[config.mk]
export PLATFORM = sky130hd
export DESIGN_NAME = reg_bank_rotator
export DESIGN_NICKNAME = d
export VERILOG_FILES = /design/src/rtl/reg_bank_rotator_pkg.sv /design/src/rtl/reg_bank_rotator.sv
export SDC_FILE = /design/constraint.sdc
export NUM_CORES = 1
export LEC_CHECK = 0
export ABC_AREA = 1
export CAP_MARGIN = 10
export CORE_MARGIN = 2
export CORE_UTILIZATION = 44
export CTS_BUF_LIST = sky130_fd_sc_hd__clkbuf_8
export DETAILED_ROUTE_END_ITERATION = 8
export GPL_TIMING_DRIVEN = 0
export PLACE_DENSITY = 0.66
export SLEW_MARGIN = 20
export SYNTH_ARGS = -nofsm -noshare
export SYNTH_HDL_FRONTEND = slang
export SYNTH_SLANG_ARGS = --single-unit
[constraint.sdc]
create_clock -name clk -period 2.5 [get_ports clk]
set_clock_uncertainty 0.15 [all_clocks]
set_input_delay 0.5 -clock clk [delete_from_list [all_inputs] [get_ports clk]]
set_output_delay 0.5 -clock clk [all_outputs]
set_load 0.02 [all_outputs]
[src/rtl/reg_bank_rotator_pkg.sv]
// Shared types for the reorderable register bank: command codes, FSM states
// and rotate direction constants.
package reg_bank_rotator_pkg;

  typedef enum logic [2:0] {
    OP_NOP   = 3'd0,
    OP_LOAD  = 3'd1,
    OP_SWAP  = 3'd2,
    OP_ROTL  = 3'd3,
    OP_ROTR  = 3'd4,
    OP_CLEAR = 3'd5
  } op_code_e;

  typedef enum logic {
    ST_IDLE = 1'b0,
    ST_ROT  = 1'b1
  } state_e;

  localparam logic DIR_L = 1'b0;
  localparam logic DIR_R = 1'b1;

endpackage

[src/rtl/reg_bank_rotator.sv]
// Small register file of NUM_REGS x WIDTH with load/swap/clear and
// multi-cycle rotate (one position per clock) behind a valid/ready handshake.
module reg_bank_rotator
  import reg_bank_rotator_pkg::*;
#(
  parameter int unsigned WIDTH    = 8,
  parameter int unsigned NUM_REGS = 4,
  parameter int unsigned IDX_W    = $clog2(NUM_REGS)
) (
  input  logic                      clk,
  input  logic                      rst,
  input  logic                      op_valid,
  output logic                      op_ready,
  input  logic [2:0]                op_code,
  input  logic [IDX_W-1:0]          idx_a,
  input  logic [IDX_W-1:0]          idx_b,
  input  logic [WIDTH-1:0]          wr_data,
  input  logic [IDX_W-1:0]          amount,
  input  logic [IDX_W-1:0]          rd_idx,
  output logic [WIDTH-1:0]          rd_data,
  output logic [NUM_REGS*WIDTH-1:0] regs_flat,
  output logic                      done,
  output logic                      err
);

  logic [WIDTH-1:0] regs  [NUM_REGS];
  logic [WIDTH-1:0] rot_l [NUM_REGS];
  logic [WIDTH-1:0] rot_r [NUM_REGS];
  state_e           state;
  logic             dir;
  logic [IDX_W-1:0] cnt;
  logic             a_ok, b_ok, rd_ok;

  // Index range checks only matter when NUM_REGS is not a power of two
  if ((2 ** IDX_W) == NUM_REGS) begin : g_full_range
    assign a_ok  = 1'b1;
    assign b_ok  = 1'b1;
    assign rd_ok = 1'b1;
  end else begin : g_partial_range
    assign a_ok  = 32'(idx_a)  < NUM_REGS;
    assign b_ok  = 32'(idx_b)  < NUM_REGS;
    assign rd_ok = 32'(rd_idx) < NUM_REGS;
  end

  // One-position rotated views of the bank
  always_comb begin
    for (int i = 0; i < int'(NUM_REGS); i++) begin
      rot_l[i] = regs[IDX_W'((i + int'(NUM_REGS) - 1) % int'(NUM_REGS))];
      rot_r[i] = regs[IDX_W'((i + 1) % int'(NUM_REGS))];
    end
  end

  for (genvar g = 0; g < int'(NUM_REGS); g++) begin : g_flat
    assign regs_flat[g*WIDTH +: WIDTH] = regs[g];
  end

  always_ff @(posedge clk or posedge rst) begin
    if (rst) begin
      regs     <= '{default: '0};
      state    <= ST_IDLE;
      op_ready <= 1'b1;
      done     <= 1'b0;
      err      <= 1'b0;
      rd_data  <= '0;
      cnt      <= '0;
      dir      <= DIR_L;
    end else begin
      done    <= 1'b0;
      err     <= 1'b0;
      rd_data <= rd_ok ? regs[rd_idx] : '0;

      unique case (state)
        ST_IDLE: begin
          if (op_valid) begin
            case (op_code_e'(op_code))
              OP_NOP: done <= 1'b1;
              OP_LOAD: begin
                if (a_ok) begin
                  regs[idx_a] <= wr_data;
                  done        <= 1'b1;
                end else begin
                  err <= 1'b1;
                end
              end
              OP_SWAP: begin
                if (a_ok && b_ok) begin
                  regs[idx_a] <= regs[idx_b];
                  regs[idx_b] <= regs[idx_a];
                  done        <= 1'b1;
                end else begin
                  err <= 1'b1;
                end
              end
              OP_ROTL, OP_ROTR: begin
                if (amount == '0) begin
                  done <= 1'b1;
                end else begin
                  // Accept edge performs the first step
                  if (op_code_e'(op_code) == OP_ROTL) begin
                    regs <= rot_l;
                    dir  <= DIR_L;
                  end else begin
                    regs <= rot_r;
                    dir  <= DIR_R;
                  end
                  cnt <= amount - IDX_W'(1);
                  if (amount == IDX_W'(1)) begin
                    done <= 1'b1;
                  end else begin
                    state    <= ST_ROT;
                    op_ready <= 1'b0;
                  end
                end
              end
              OP_CLEAR: begin
                regs <= '{default: '0};
                done <= 1'b1;
              end
              default: err <= 1'b1;
            endcase
          end
        end
        ST_ROT: begin
          if (dir == DIR_L) regs <= rot_l;
          else              regs <= rot_r;
          cnt <= cnt - IDX_W'(1);
          if (cnt == IDX_W'(1)) begin
            state    <= ST_IDLE;
            op_ready <= 1'b1;
            done     <= 1'b1;
          end
        end
        default: state <= ST_IDLE;
      endcase
    end
  end

endmodule

# Word-level counts from Yosys, hierarchy flattened
# Cells that the tools add are included.
[word_totals] wordCells=96 inputBits=22 reg_bits=47
[op_classes] muxes=48 n_reduce_logical=11 eq_ne=14 add_sub_neg=2 n_bitwise=5 order_cmp=5
[ops] cell="$mux W32" n=4
[ops] cell="$pmux W32 S4" n=1
[ops] cell="$bwmux W32" n=3
[ops] cell="$mux W8" n=8
[ops] cell="$pmux W32 S2" n=1
[ops] cell="$bmux W8 S2" n=3
[ops] cell="$demux W8 S2" n=2
[ops] cell="$mux W1" n=18
[ops] cell="$ge A3 B3 Y1 const B" n=3
[ops] cell="$not A2 Y3" n=3
[ops] cell="$pmux W1 S2" n=4
[ops] cell="$eq A3 B2 Y1 const B" n=2
[ops] cell="$eq A3 B3 Y1 const B" n=2
[ops] cell="$lt A3 B1 Y1 const B" n=2
[ops] cell="$mux W2" n=3
[ops] cell="$ne A2 B2 Y1 const B" n=3
[ops] cell="$reduce_and A3 Y1" n=2
[ops] cell="$reduce_or A6 Y1" n=1
[ops] cell="$ne A5 B1 Y1 const B" n=1
[ops] cell="$reduce_and A5 Y1" n=1
[ops] cell="$eq A2 B1 Y1 const B" n=2
[ops] cell="$ne A2 B1 Y1 const B" n=2
[ops] cell="$pmux W2 S2" n=1
[ops] cell="$reduce_and A4 Y1" n=1
[ops] cell="9 further kinds" n=12

# Longest topological paths before layout
[logic_depth] word_depth=10 depth_mapped=15 ltp_nobuf=13

# Worst setup path before layout
# Ideal clock, no wire load.
[synth_timing] path_kind="input to register" startpoint="input port op_code[1]" endpoint="register regs (netlist bit regs_flat[1])" path_slack_ns=0.501 arrival_time_ns=1.729 setup_time_ns=0.120 required_ns=2.230 path_stages=7 cell_sequence="ha_1 > or2_1 > o211ai_4 > buf_6 > nand2_1 > inv_1 > a21oi_2"
[synth_via] elab_chain_cells=5 word_cells_on_any_way=12 classes_between="eq/ne: 7; mux: 3; reduce/logical: 2"
[synth_lines] item="start: declaration" line_no="reg_bank_rotator.sv:14" rtl="input logic [2:0] op_code,"
[synth_lines] item="$eq A3 B2 Y1 / $eq A3 B3 Y1 (equally long branches)" line_no="reg_bank_rotator.sv:75" rtl="case (op_code_e'(op_code))"
[synth_lines] item="$reduce_or A2 Y1"
[synth_lines] item="$pmux W32 S4" line_no="reg_bank_rotator.sv:75"
[synth_lines] item="$mux W32" line_no="reg_bank_rotator.sv:74" rtl="if (op_valid) begin"
[synth_lines] item="$pmux W32 S2" line_no="reg_bank_rotator.sv:72" rtl="unique case (state)"
[synth_lines] item="end signal: indexed assignment" line_no="reg_bank_rotator.sv:79" rtl="regs[idx_a] <= wr_data;"
[synth_lines] item="end signal: indexed assignment" line_no="reg_bank_rotator.sv:87" rtl="regs[idx_a] <= regs[idx_b];"
[synth_lines] item="end signal: indexed assignment" line_no="reg_bank_rotator.sv:88" rtl="regs[idx_b] <= regs[idx_a];"
[synth_lines] item="end: declaration" line_no="reg_bank_rotator.sv:26" rtl="logic [WIDTH-1:0] regs [NUM_REGS];"
# Several ways; a longest one is shown, not always the timed one. The select of a mux whose other input is x is not followed.
# A chain may end at the register's enable or synchronous reset.

# Worst setup path after layout
[layout_timing] startpoint="input port op_code[1]" endpoint="register regs (netlist bit regs_flat[17])"
# The elaborated chain is that of the path after synthesis.

==> results_tabular.tex <==
\begin{tabular}{lr}
\hline
Metric & Value \\
\hline
\multicolumn{2}{l}{\textbf{Yosys}} \\
Part of the Yosys area used for sequential elements & 0.2263 \\
Avg Inst Size Synth & 5.376 sq um \\
Portion of synthesized cell area occupied by the leading cell type & 0.3542 \\
Count of flip-flops with a built-in enable after synthesis & 0 \\
Total of flip-flops plus latches after synthesis & 47 \\
Cells after synthesis & 968 \\
Cell type contributing the most total cell area after synthesis & sky130\_fd\_sc\_hd\_\_nand2\_1 \\
Predominant post-synthesis flop cell & sky130\_fd\_sc\_hd\_\_dfrtp\_1 \\
Synthesis warning total & 0 \\
Total standard cell area after synthesis & 5204 sq um \\
Leading cell types by total area after synthesis & sky130\_fd\_sc\_hd\_\_nand2\_1 (35\%), sky130\_fd\_sc\_hd\_\_dfrtp\_1 (22\%), sky130\_fd\_sc\_hd\_\_inv\_1 (9.2\%) \\
Unique masters post-synth & 32 \\
Mapped Nets & 994 \\
Asr flop ratio synth & 1.000 \\
\multicolumn{2}{l}{\textbf{Clocking}} \\
CTS tree & yes \\
CTS buffer count & 5 \\
Clock Latency Late Sink & 0.32 ns \\
H-tree depth & 2 \\
Clock Pin Slew Worst Setup and Hold Paths & 0.09 ns \\
Total number of clock tree sinks & 47 \\
CTS Root Cell & sky130\_fd\_sc\_hd\_\_clkbuf\_8 \\
Maximum root-to-sink buffer count & 2 \\
\multicolumn{2}{l}{\textbf{Detailed routing}} \\
Residual DRC & 0 \\
Via/cell ratio & 5.258 \\
Via count & 6,210 \\
Routed length per instance & 17.67 um \\
First-pass iteration count of the detailed router & 5 \\
Total Wirelength & 20,870 um \\
Post-DRT Antenna Nets & 0 \\
Initial DRC Count & 713 \\
\multicolumn{2}{l}{\textbf{Floorplanning}} \\
Die X-Extent & 112.8 um \\
Die Footprint & 12,710 sq um \\
Die H & 112.8 um \\
Area of the placeable core & 11,470 sq um \\
Boundary pin count & 65 \\
Floorplan row count & 39 \\
Effective utilization at floorplan & 0.4538 \\
\multicolumn{2}{l}{\textbf{GRT}} \\
Overall fraction of global-route tracks in use & 0.3309 \\
GRT overflow & 0 \\
Largest net degree at the start of global routing & 26 \\
First-pass GRT wire length & 31,850 um \\
Initial antenna violation count & 0 \\
Via count of the first global-routing pass & 5,758 \\
\multicolumn{2}{l}{\textbf{Setup path}} \\
Top delay family on crit path & buffers and inverters \\
Worst path most repeated cell & sky130\_fd\_sc\_hd\_\_nand2\_1 \\
Top fanout value on the critical path & 10 \\
Required time reported for the critical path endpoint & 2.59 ns \\
Worst stage delay on the critical path & 0.45 ns \\
Sort of element at the end of the critical path & register \\
Ordered cell list for the critical path & clkdlybuf4s50\_1 > ha\_1 > buf\_1 > nor2\_1 > nand2\_1 > nand2\_1 > nand2\_1 > a21oi\_1 \\
Cell depth of the worst flop-to-flop path & 12 \\
Critical Path AT & 2.56 ns \\
CP Class & in -> reg \\
Critical-path cell with the highest stage delay & sky130\_fd\_sc\_hd\_\_nor2\_1 \\
Critical path buffers and inverters & 2 \\
Launching element type of the critical path & input pin \\
Cell depth of the worst setup path & 8 \\
\multicolumn{2}{l}{\textbf{Cells and area}} \\
Most frequent standard cell in the layout excluding fill and tap cells & sky130\_fd\_sc\_hd\_\_nand2\_1 \\
Fraction of final layout cells sized beyond drive strength 1 & 0.07514 \\
Layout overhead on the synthesized area & 17.72\% \\
Antenna diode instance count & 0 \\
Most frequent cells in the layout & sky130\_fd\_sc\_hd\_\_nand2\_1 (491), sky130\_fd\_sc\_hd\_\_inv\_1 (128), sky130\_fd\_sc\_hd\_\_a21oi\_1 (75), sky130\_fd\_sc\_hd\_\_clkdlybuf4s50\_1 (61), sky130\_fd\_sc\_hd\_\_nor2\_1 (55) \\
Final \#Nets & 1,063 \\
Filler cells & 1,296 \\
Area used by multi-input combinational logic & 3233 sq um \\
Post-layout utilization of the core & 0.5342 \\
Final standard cell area without fillers & 6126 sq um \\
Sequential cell area in the final layout & 1177 sq um \\
\multicolumn{2}{l}{\textbf{STA}} \\
Final hold violation count & 0 \\
Period utilization & 0.9871 \\
Max Transition Viols Final & 0 \\
Highest clock rate & 405.2 MHz \\
Total Neg Setup Slack & 0 ns \\
Worst slew margin relative to its limit & 0.6185 \\
Worst hold margin & 0.3630 ns \\
RSZ-0062 raised after global routing & yes \\
Minimum clock period after layout & 2.468 ns \\
Slew at the pin closest to its max-slew limit & 0.5722 ns \\
Final setup violation count & 0 \\
\multicolumn{2}{l}{\textbf{Status}} \\
Status & complete, no violations \\
\multicolumn{2}{l}{\textbf{Power and ir drop}} \\
Combinational share of power & 0.597 \\
Worst IR drop on VDD & 0.8111 mV \\
Total chip power & 6.375 mW \\
Switching power total & 3.608 mW \\
Power per cell area & 1041 nW/um\^{}2 \\
Internal power & 2.767 mW \\
P\_leak & 3.600 nW \\
Power share of the sequential group & 0.322 \\
Part of the power in the clock network & 0.081 \\
Fraction of power spent switching nets & 0.5659 \\
\multicolumn{2}{l}{\textbf{Placement}} \\
Cell Area, Placed & 6013 sq um \\
HPWL after DPL & 15,820 um \\
Final weighted congestion in routability-driven placement & 0.9803 \\
\# port buffers & 61 \\
\multicolumn{2}{l}{\textbf{Hold path}} \\
Number of cells traversed by the worst hold path & 2 \\
Path class of the lowest-slack min-delay path & reg -> reg \\
\multicolumn{2}{l}{\textbf{Job}} \\
Maxcap violations & 0 \\
\hline
\end{tabular}
==> metrics by stage <==
| step | setup WS (ns) | std cells |
|---|---|---|
| final | 0.03228 | 1181 |
| after global routing | -0.03699 | 1181 |
| after CTS | 0.05716 | 1181 |
| after detailed placement | -0.2639 | 1173 |
| after global placement | -0.2790 | 1172 |
| after floorplan | 0.5012 | 968 |
==> worst register-to-register path: stages (launching register included) <==
cell and delay [ns]:
sky130_fd_sc_hd__dfrtp_1 0.68, sky130_fd_sc_hd__inv_1 0.29, sky130_fd_sc_hd__o21ai_1 0.18, sky130_fd_sc_hd__nand2_1 0.06, sky130_fd_sc_hd__nand2_1 0.21, sky130_fd_sc_hd__nand2_1 0.10
sky130_fd_sc_hd__nand2_1 0.07, sky130_fd_sc_hd__nand2_1 0.05, sky130_fd_sc_hd__nand2_1 0.06, sky130_fd_sc_hd__nand2_1 0.05, sky130_fd_sc_hd__nand2_1 0.11, sky130_fd_sc_hd__nand2_1 0.07
sky130_fd_sc_hd__a21oi_1 0.15
==> final timing paths <==
| kind | end | start | slack, ns |
|---|---|---|---|
| setup / recovery | regs_flat[17]$_DFFE_PP0P_ | op_code[1] | 0.03 |
| hold / removal | op_ready$_DFFE_PP1P_ | op_ready$_DFFE_PP1P_ | 0.36 |
| setup reg to reg | regs_flat[18]$_DFFE_PP0P_ | regs_flat[2]$_DFFE_PP0P_ | 0.21 |
| hold reg to reg | op_ready$_DFFE_PP1P_ | op_ready$_DFFE_PP1P_ | 0.36 |
| max in group asynchronous | regs_flat[18]$_DFFE_PP0P_ | rst | 1.30 |
| min in group asynchronous | dir$_DFFE_PP0P_ | rst | 0.38 |
==> sequential cells by signal, summed over array words and instances (netlist names) <==
signal     cells
done           1
state          1
dir            1
regs_flat     32
err            1
rd_data        8
op_ready       1
cnt            2
==> cells in the mapped netlist (7+ instances only) <==
| cell | count |
|---|---|
| sky130_fd_sc_hd__buf_6 | 10 |
| sky130_fd_sc_hd__dfrtp_1 | 46 |
| sky130_fd_sc_hd__inv_1 | 128 |
| sky130_fd_sc_hd__clkbuf_1 | 7 |
| sky130_fd_sc_hd__buf_2 | 17 |
| sky130_fd_sc_hd__o21ai_0 | 30 |
| sky130_fd_sc_hd__nand2_1 | 491 |
| sky130_fd_sc_hd__nor2_1 | 58 |
| sky130_fd_sc_hd__a21oi_1 | 75 |
| sky130_fd_sc_hd__nand3_1 | 34 |
| sky130_fd_sc_hd__nor3_1 | 19 |
==> final cells by class <==
| cell class | count | share of cell area |
|---|---|---|
| plain buffers | 40 | 0.04412 |
| clock buffers | 7 | 0.01573 |
| clock inverters | 1 | 0.0006127 |
| inverters | 140 | 0.08742 |
| multi-input cells | 741 | 0.5278 |
| flip-flops and latches | 47 | 0.1922 |
| well taps | 143 | 0.02921 |
| repair buffers | 62 | 0.1029 |
==> layer usage <==
layer / track usage / routed length (um) / vias up
met1: 0.4410 / 8721 / 2717
met5: 0 / 0 / -
met4: 0.1520 / 1076 / 0
met3: 0.09213 / 2304 / 78
li1: - / - / 3078
met2: 0.4994 / 8765 / 337
==> power by group through the flow <==
stage / Clock, mW / Sequential [mW] / Combinational, mW
2_1_floorplan: 0 / 1.89 / 2.05
3_3_place_gp: 0 / 2.02 / 3.71
3_5_place_dp: 0 / 2.01 / 3.73
4_1_cts: 0.529 / 2.00 / 3.74
5_1_grt: 0.565 / 2.04 / 4.19
6_report: 0.519 / 2.05 / 3.80
==> cells by family (layout without fill, tap and decap cells) <==
family          count (synthesis)  count (layout)  synth area share
flops                          47              47            0.2263
simple gates                  616             616            0.4737
compound gates                121             121            0.1366
buf+inv                       180             250            0.1539
fa+ha+maj                       4               4          0.009618
==> what timing repair did <==
item                       in CTS  in global routing
hold buffers                    0                  0
setup endpoints to repair       0                  9
gates resized for setup         0                  5
buffers inserted                0                  0
Power figures use the tool's default switching activity.
